<file path="src/rtl/decode_execute_register.sv">
// ID/EX pipeline register: holds decode-stage results for one cycle and
// presents them to execute. Flush inserts a bubble, stall holds the current
// contents, and a watchdog flags a stall that lasts too long.
// Optional feature: define BUBBLE_COUNT_EN to add the FlushCount/StallCount
// event counters.
module decode_execute_register #(
    parameter int N         = 24,
    parameter int R         = 4,
    parameter int MAX_STALL = 15
) (
    input  logic         clk,
    input  logic         rst_n,
    input  logic         StallE,
    input  logic         FlushE,
    input  logic         ValidD,
    input  logic [N-1:0] RD1D,
    input  logic [N-1:0] RD2D,
    input  logic [N-1:0] ExtImmD,
    input  logic [R-1:0] RdD,
    input  logic         RegWriteD,
    input  logic         MemWriteD,
    input  logic         MemtoRegD,
    input  logic         BranchD,
    input  logic         ALUSrcD,
    input  logic [3:0]   ALUControlD,
    output logic [N-1:0] RD1E,
    output logic [N-1:0] RD2E,
    output logic [N-1:0] ExtImmE,
    output logic [R-1:0] RdE,
    output logic         RegWriteE,
    output logic         MemWriteE,
    output logic         MemtoRegE,
    output logic         BranchE,
    output logic         ALUSrcE,
    output logic [3:0]   ALUControlE,
    output logic         ValidE,
`ifdef BUBBLE_COUNT_EN
    output logic [15:0]  FlushCount,
    output logic [15:0]  StallCount,
`endif
    output logic         StallTimeout
);

    // Counter must be able to hold MAX_STALL+1, where it saturates.
    localparam int            CW          = $clog2(MAX_STALL + 2);
    localparam logic [CW-1:0] STALL_LIMIT = CW'(MAX_STALL + 1);

    typedef struct packed {
        logic         valid;
        logic         regWrite;
        logic         memWrite;
        logic         memtoReg;
        logic         branch;
        logic         aluSrc;
        logic [3:0]   aluControl;
        logic [R-1:0] rd;
        logic [N-1:0] rd1;
        logic [N-1:0] rd2;
        logic [N-1:0] extImm;
    } stage_t;

    stage_t        stageQ;
    stage_t        captureD;
    logic [CW-1:0] stallCnt;
    logic          stallOnly;

    // A stall only counts when no flush overrides it on the same edge.
    assign stallOnly = StallE & ~FlushE;

    // Assemble the value captured on a free edge; side-effecting control
    // bits are squashed when the decode slot is empty.
    always_comb begin
        // NOTE: default the whole struct first so no path leaves a field unassigned (no latch).
        captureD            = '0;
        captureD.valid      = ValidD;
        captureD.regWrite   = RegWriteD & ValidD;
        captureD.memWrite   = MemWriteD & ValidD;
        captureD.memtoReg   = MemtoRegD;
        captureD.branch     = BranchD & ValidD;
        captureD.aluSrc     = ALUSrcD;
        captureD.aluControl = ALUControlD;
        captureD.rd         = RdD;
        captureD.rd1        = RD1D;
        captureD.rd2        = RD2D;
        captureD.extImm     = ExtImmD;
    end

    // Pipeline register: flush beats stall beats capture.
    always_ff @(posedge clk or negedge rst_n) begin
        // NOTE: sequential state uses non-blocking assignments so every flop samples pre-edge values.
        if (!rst_n) begin
            stageQ <= '0;
        end else if (FlushE) begin
            stageQ <= '0;
        end else if (!StallE) begin
            stageQ <= captureD;
        end
    end

    // Stall watchdog: counts consecutive stall edges, sticky timeout flag.
    always_ff @(posedge clk or negedge rst_n) begin
        if (!rst_n) begin
            stallCnt     <= '0;
            StallTimeout <= 1'b0;
        end else if (stallOnly) begin
            if (stallCnt != STALL_LIMIT) begin
                stallCnt <= stallCnt + CW'(1);
            end
            if (stallCnt >= STALL_LIMIT - CW'(1)) begin
                StallTimeout <= 1'b1;
            end
        end else begin
            stallCnt <= '0;
        end
    end

`ifdef BUBBLE_COUNT_EN
    // Saturating event counters for flushes and effective stalls.
    always_ff @(posedge clk or negedge rst_n) begin
        if (!rst_n) begin
            FlushCount <= '0;
            StallCount <= '0;
        end else begin
            if (FlushE && FlushCount != 16'hFFFF) begin
                FlushCount <= FlushCount + 16'd1;
            end
            if (stallOnly && StallCount != 16'hFFFF) begin
                StallCount <= StallCount + 16'd1;
            end
        end
    end
`endif

    assign ValidE      = stageQ.valid;
    assign RegWriteE   = stageQ.regWrite;
    assign MemWriteE   = stageQ.memWrite;
    assign MemtoRegE   = stageQ.memtoReg;
    assign BranchE     = stageQ.branch;
    assign ALUSrcE     = stageQ.aluSrc;
    assign ALUControlE = stageQ.aluControl;
    assign RdE         = stageQ.rd;
    assign RD1E        = stageQ.rd1;
    assign RD2E        = stageQ.rd2;
    assign ExtImmE     = stageQ.extImm;

endmodule

</file>
<file path="config.mk">
export PLATFORM = sky130hd
export DESIGN_NAME = decode_execute_register
export DESIGN_NICKNAME = d
export VERILOG_FILES = /design/src/rtl/decode_execute_register.sv
export SDC_FILE = /design/constraint.sdc
export NUM_CORES = 1
export LEC_CHECK = 0
export CAP_MARGIN = 10
export CORE_UTILIZATION = 43
export CTS_BUF_LIST = sky130_fd_sc_hd__clkbuf_4 sky130_fd_sc_hd__clkbuf_8
export CTS_CLUSTER_DIAMETER = 100
export DETAILED_ROUTE_END_ITERATION = 6
export HOLD_SLACK_MARGIN = 0.06
export MAX_ROUTING_LAYER = met4
export PLACE_DENSITY = 0.88
export SKIP_LAST_GASP = 1
export SLEW_MARGIN = 10
export SYNTH_ARGS = -nofsm -noshare
export SYNTH_HDL_FRONTEND = slang
export SYNTH_SLANG_ARGS = --single-unit
</file>
<file path="constraint.sdc">
create_clock -name clk -period 1.8 [get_ports clk]
set_input_delay 0.27 -clock clk [delete_from_list [all_inputs] [get_ports clk]]
set_output_delay 0.27 -clock clk [all_outputs]
set_load 0.05 [all_outputs]
</file>
==> metrics.md <==
| Metric | Value |
|---|---|
| Die area | `0.00953 sq mm` |
| WHS Path Cells | `3` |
| R2R Path Start | `stallCnt[0]` |
| Sw Ratio | `0.304` |
| Syn Inst Count | `315` |
| CP max stage cell | `clkdlybuf4s50_1` |
| Htree depth | `3` |
| Max Cap Violations | `0` |
| Worst hold start | `StallE` |
| Post-Place Setup Slack | `340 ps` |
| Peak VDD IR | `478 uV` |
| PortBufs | `about 180` |
| Root Driver | `clkbuf_8` |
| Area Overhead vs Synth | `49.8%` |
| Outcome | `complete, but fails checks` |
| Clock Latency Late Sink | `340 ps` |
| Core Area | `0.00881 sq mm` |
| CP max FO | `2` |
| Seq pwr share | `0.480` |
| Worst Path Required | `1530 ps` |
| # IOs | `177` |
| Fin Clk Skew | `2.76 ps` |
| Final Non-Filler Cells | `602` |
| Slew HR | `0.648` |
| GRT overflow | `0` |
| Cell count after placement | `585` |
| Starting Density | `0.446` |
| Pwr dens | `slightly below 800 mW/mm^2` |
| #FFs+latches synth | `92` |
| Initial antenna violation count | `0` |
| Slowest stage delay, CP | `800 ps` |
| Vias/cell | `4.80` |
| Diodes inserted | `0` |
| DRT iter0 DRCs | `92` |
| Crit path launch type | `flip-flop` |
| Combinational power share | `0.235` |
| CP arrival | `1490 ps` |
| Slew @ Worst Pin | `~530 ps` |
| Placer Congestion | `0.716` |
| Setup crit end kind | `primary output` |
| Vias after detailed routing | `2,892` |
| Final Max Slew Viols | `0` |
| Final nets | `582` |
| Unrepaired setup endpoints after global routing | `no` |
| Chip Height | `a little under 100 um` |
| Internal power | `3.24 mW` |
| Reg2reg path depth | `5` |
| Post-synth ARST share | `1.00` |
| TNS Setup | `0 ps` |
| Failing checks | `design-rule violations` |
| Max Fclk | `0.569 GHz` |
| # rows | `34` |
| HP Class | `in -> reg` |
| Crit Path Class | `reg -> out` |
| Worst-path clk slew | `70 ps` |
| WHS Endpoint | `stallCnt[3]` |
| DRT Pass-1 Iters | `6` |
| Ys flop type | `dfrtp_1` |
| First-pass GRT wire length | `roughly 15,000 um` |
| Placed wire-length estimate | `6670 um` |
| Total Wirelength | `9100 um` |
| Final min period | `around 1800 ps` |
| R2r setup slk | `~320 ps` |
| Part of the cycle the worst path needs | `0.977` |
| Share of cells above drive strength 1 | `0.0709` |
| CTS Buffer Depth | `2` |
| Mapped cell area | `a little under 0.004 sq mm` |
| Final setup vio count | `0` |
| Post-route setup slack | `42.1 ps` |
| CTS tree | `done` |
| Synth cell types | `23` |
| # DRC | `23` |
| Overall Global Routing Usage | `0.203` |
| Hold Fails Final Rpt | `0` |
| Vias in the first global route | `3,091` |
| Reg2Reg Capture Point | `stallCnt[4]` |
| Most frequent cells in the layout | `92 x dfrtp_1, 87 x clkdlybuf4s50_1, 86 x mux2i_1, 83 x nor2_1, 55 x dlygate4sd2_1` |
| Static Leakage | `3.36 nW` |
| Top delay family on crit path | `buffers and inverters` |
| FILL cells | `699` |
| Post-synth EDFFs | `0` |
| Largest net degree at the start of global routing | `37` |
| Synthesized net count | `roughly 400` |
| # clock sinks | `just over 90` |
| Synth Area per Inst | `12.5 sq um` |
| Crit path cell chain | `clkdlybuf4s50_1` |
| Die width | `roughly 98 um` |
| Commonest non-fill, non-tap cell in the layout | `dfrtp_1` |
| Antenna Nets Post-Route | `0` |
| Clock share of power | `0.285` |
| Synth Warn # | `0` |
| Psw | `between 1 and 1.5 mW` |
| Worst path bufs/invs | `1` |
| Post-synthesis sequential area ratio | `0.586` |
| Avg WL per Cell | `15.1 um` |
| CTS Buf Count | `9` |
[power groups by stage]
stage | Combinational, mW | Sequential, mW | Clock [mW]
4_1_cts | 1.11 | 2.23 | 1.37
3_3_place_gp | 1.13 | 2.27 | 0
3_5_place_dp | 1.15 | 2.28 | 0
5_1_grt | 1.16 | 2.25 | 1.45
6_report | 1.09 | 2.23 | 1.32
2_1_floorplan | 0.280 | 2.65 | 0
[flip-flops by register name, indices dropped and copies added, names as in the netlist]
register / flops
ExtImmE: 24
RD1E: 24
RD2E: 24
stallCnt: 5
ALUControlE: 4
RdE: 4
ALUSrcE: 1
BranchE: 1
MemWriteE: 1
MemtoRegE: 1
RegWriteE: 1
StallTimeout: 1
ValidE: 1
[metal layers]
| layer | share of wire | up-vias | wire length (um) | global-route usage |
|---|---|---|---|---|
| met2 | 0.52 | 115 | 4710 | 0.343 |
| met1 | 0.41 | 1380 | 3720 | 0.244 |
| met5 | 0 | - | 0 | - |
| li1 | - | 1390 | - | - |
| met4 | 0.0087 | 0 | 79 | 0.0466 |
| met3 | 0.065 | 7 | 593 | 0.0511 |
[per-stage QoR]
stage | util | hold WS [ps] | area (sq um) | total power, mW
detailed placement | 0.647 | 225 | 5690 | 3.43
CTS | 0.662 | 309 | 5830 | 4.72
floorplan | - | -25.6 | 3930 | 2.93
global route | 0.668 | 336 | 5890 | 4.85
finish | 0.668 | 329 | 5890 | 4.65
global placement | 0.647 | 220 | 5690 | 3.40
[cell type report]
cell class	count	area [sq um]	share of cell area
clock buffer	13	173	0.0293
clock inverter	3	20.0	0.00340
inverter	5	18.8	0.00319
multi-input combinational	197	1380	0.234
sequential	92	2300	0.391
tap	108	135	0.0230
timing repair buffer	184	1860	0.316
[repair_timing]
item	4_1_cts	5_1_grt
resized for setup	55	23
hold buffers	1	0
endpoints found under the hold margin	26	0
buffers inserted	0	0
endpoints found under the setup margin	55	23
[cell usage after synthesis, types with 3 or more instances]
cell type	count	area share
ha_1	3	0.0096
buf_2	5	0.0064
dfrtp_1	92	0.59
nor2_1	83	0.079
mux2i_1	86	0.22
buf_12	8	0.041
nand3b_1	7	0.013
a21oi_1	3	0.0038
nand2_1	3	0.0029
clkbuf_1	5	0.0048
inv_1	5	0.0048
[kinds of logic after synthesis]
logic type,synth area share
DFF,0.586
muxes,0.219
and+or+nand+nor,0.112
adders and majority gates,0.00955
xor gates and xnor gates,0.00223
buffers and inverters,0.0634
AOI/OAI and AO/OA,0.00828
[worst max-delay path by stage]
stage	startpoint	endpoint	slack, ps	cells after the start
after floorplan	stallCnt[0]	stallCnt[4]	410	5
after global placement	stallCnt[0]	stallCnt[4]	370	5
after detailed placement	stallCnt[0]	stallCnt[4]	340	5
after CTS	RD2E[5]	RD2E[5]	0.05	1
after global routing	RD1E[20]	RD1E[20]	1	1
final	RD1E[20]	RD1E[20]	40	1
Power figures use the tool's default switching activity.
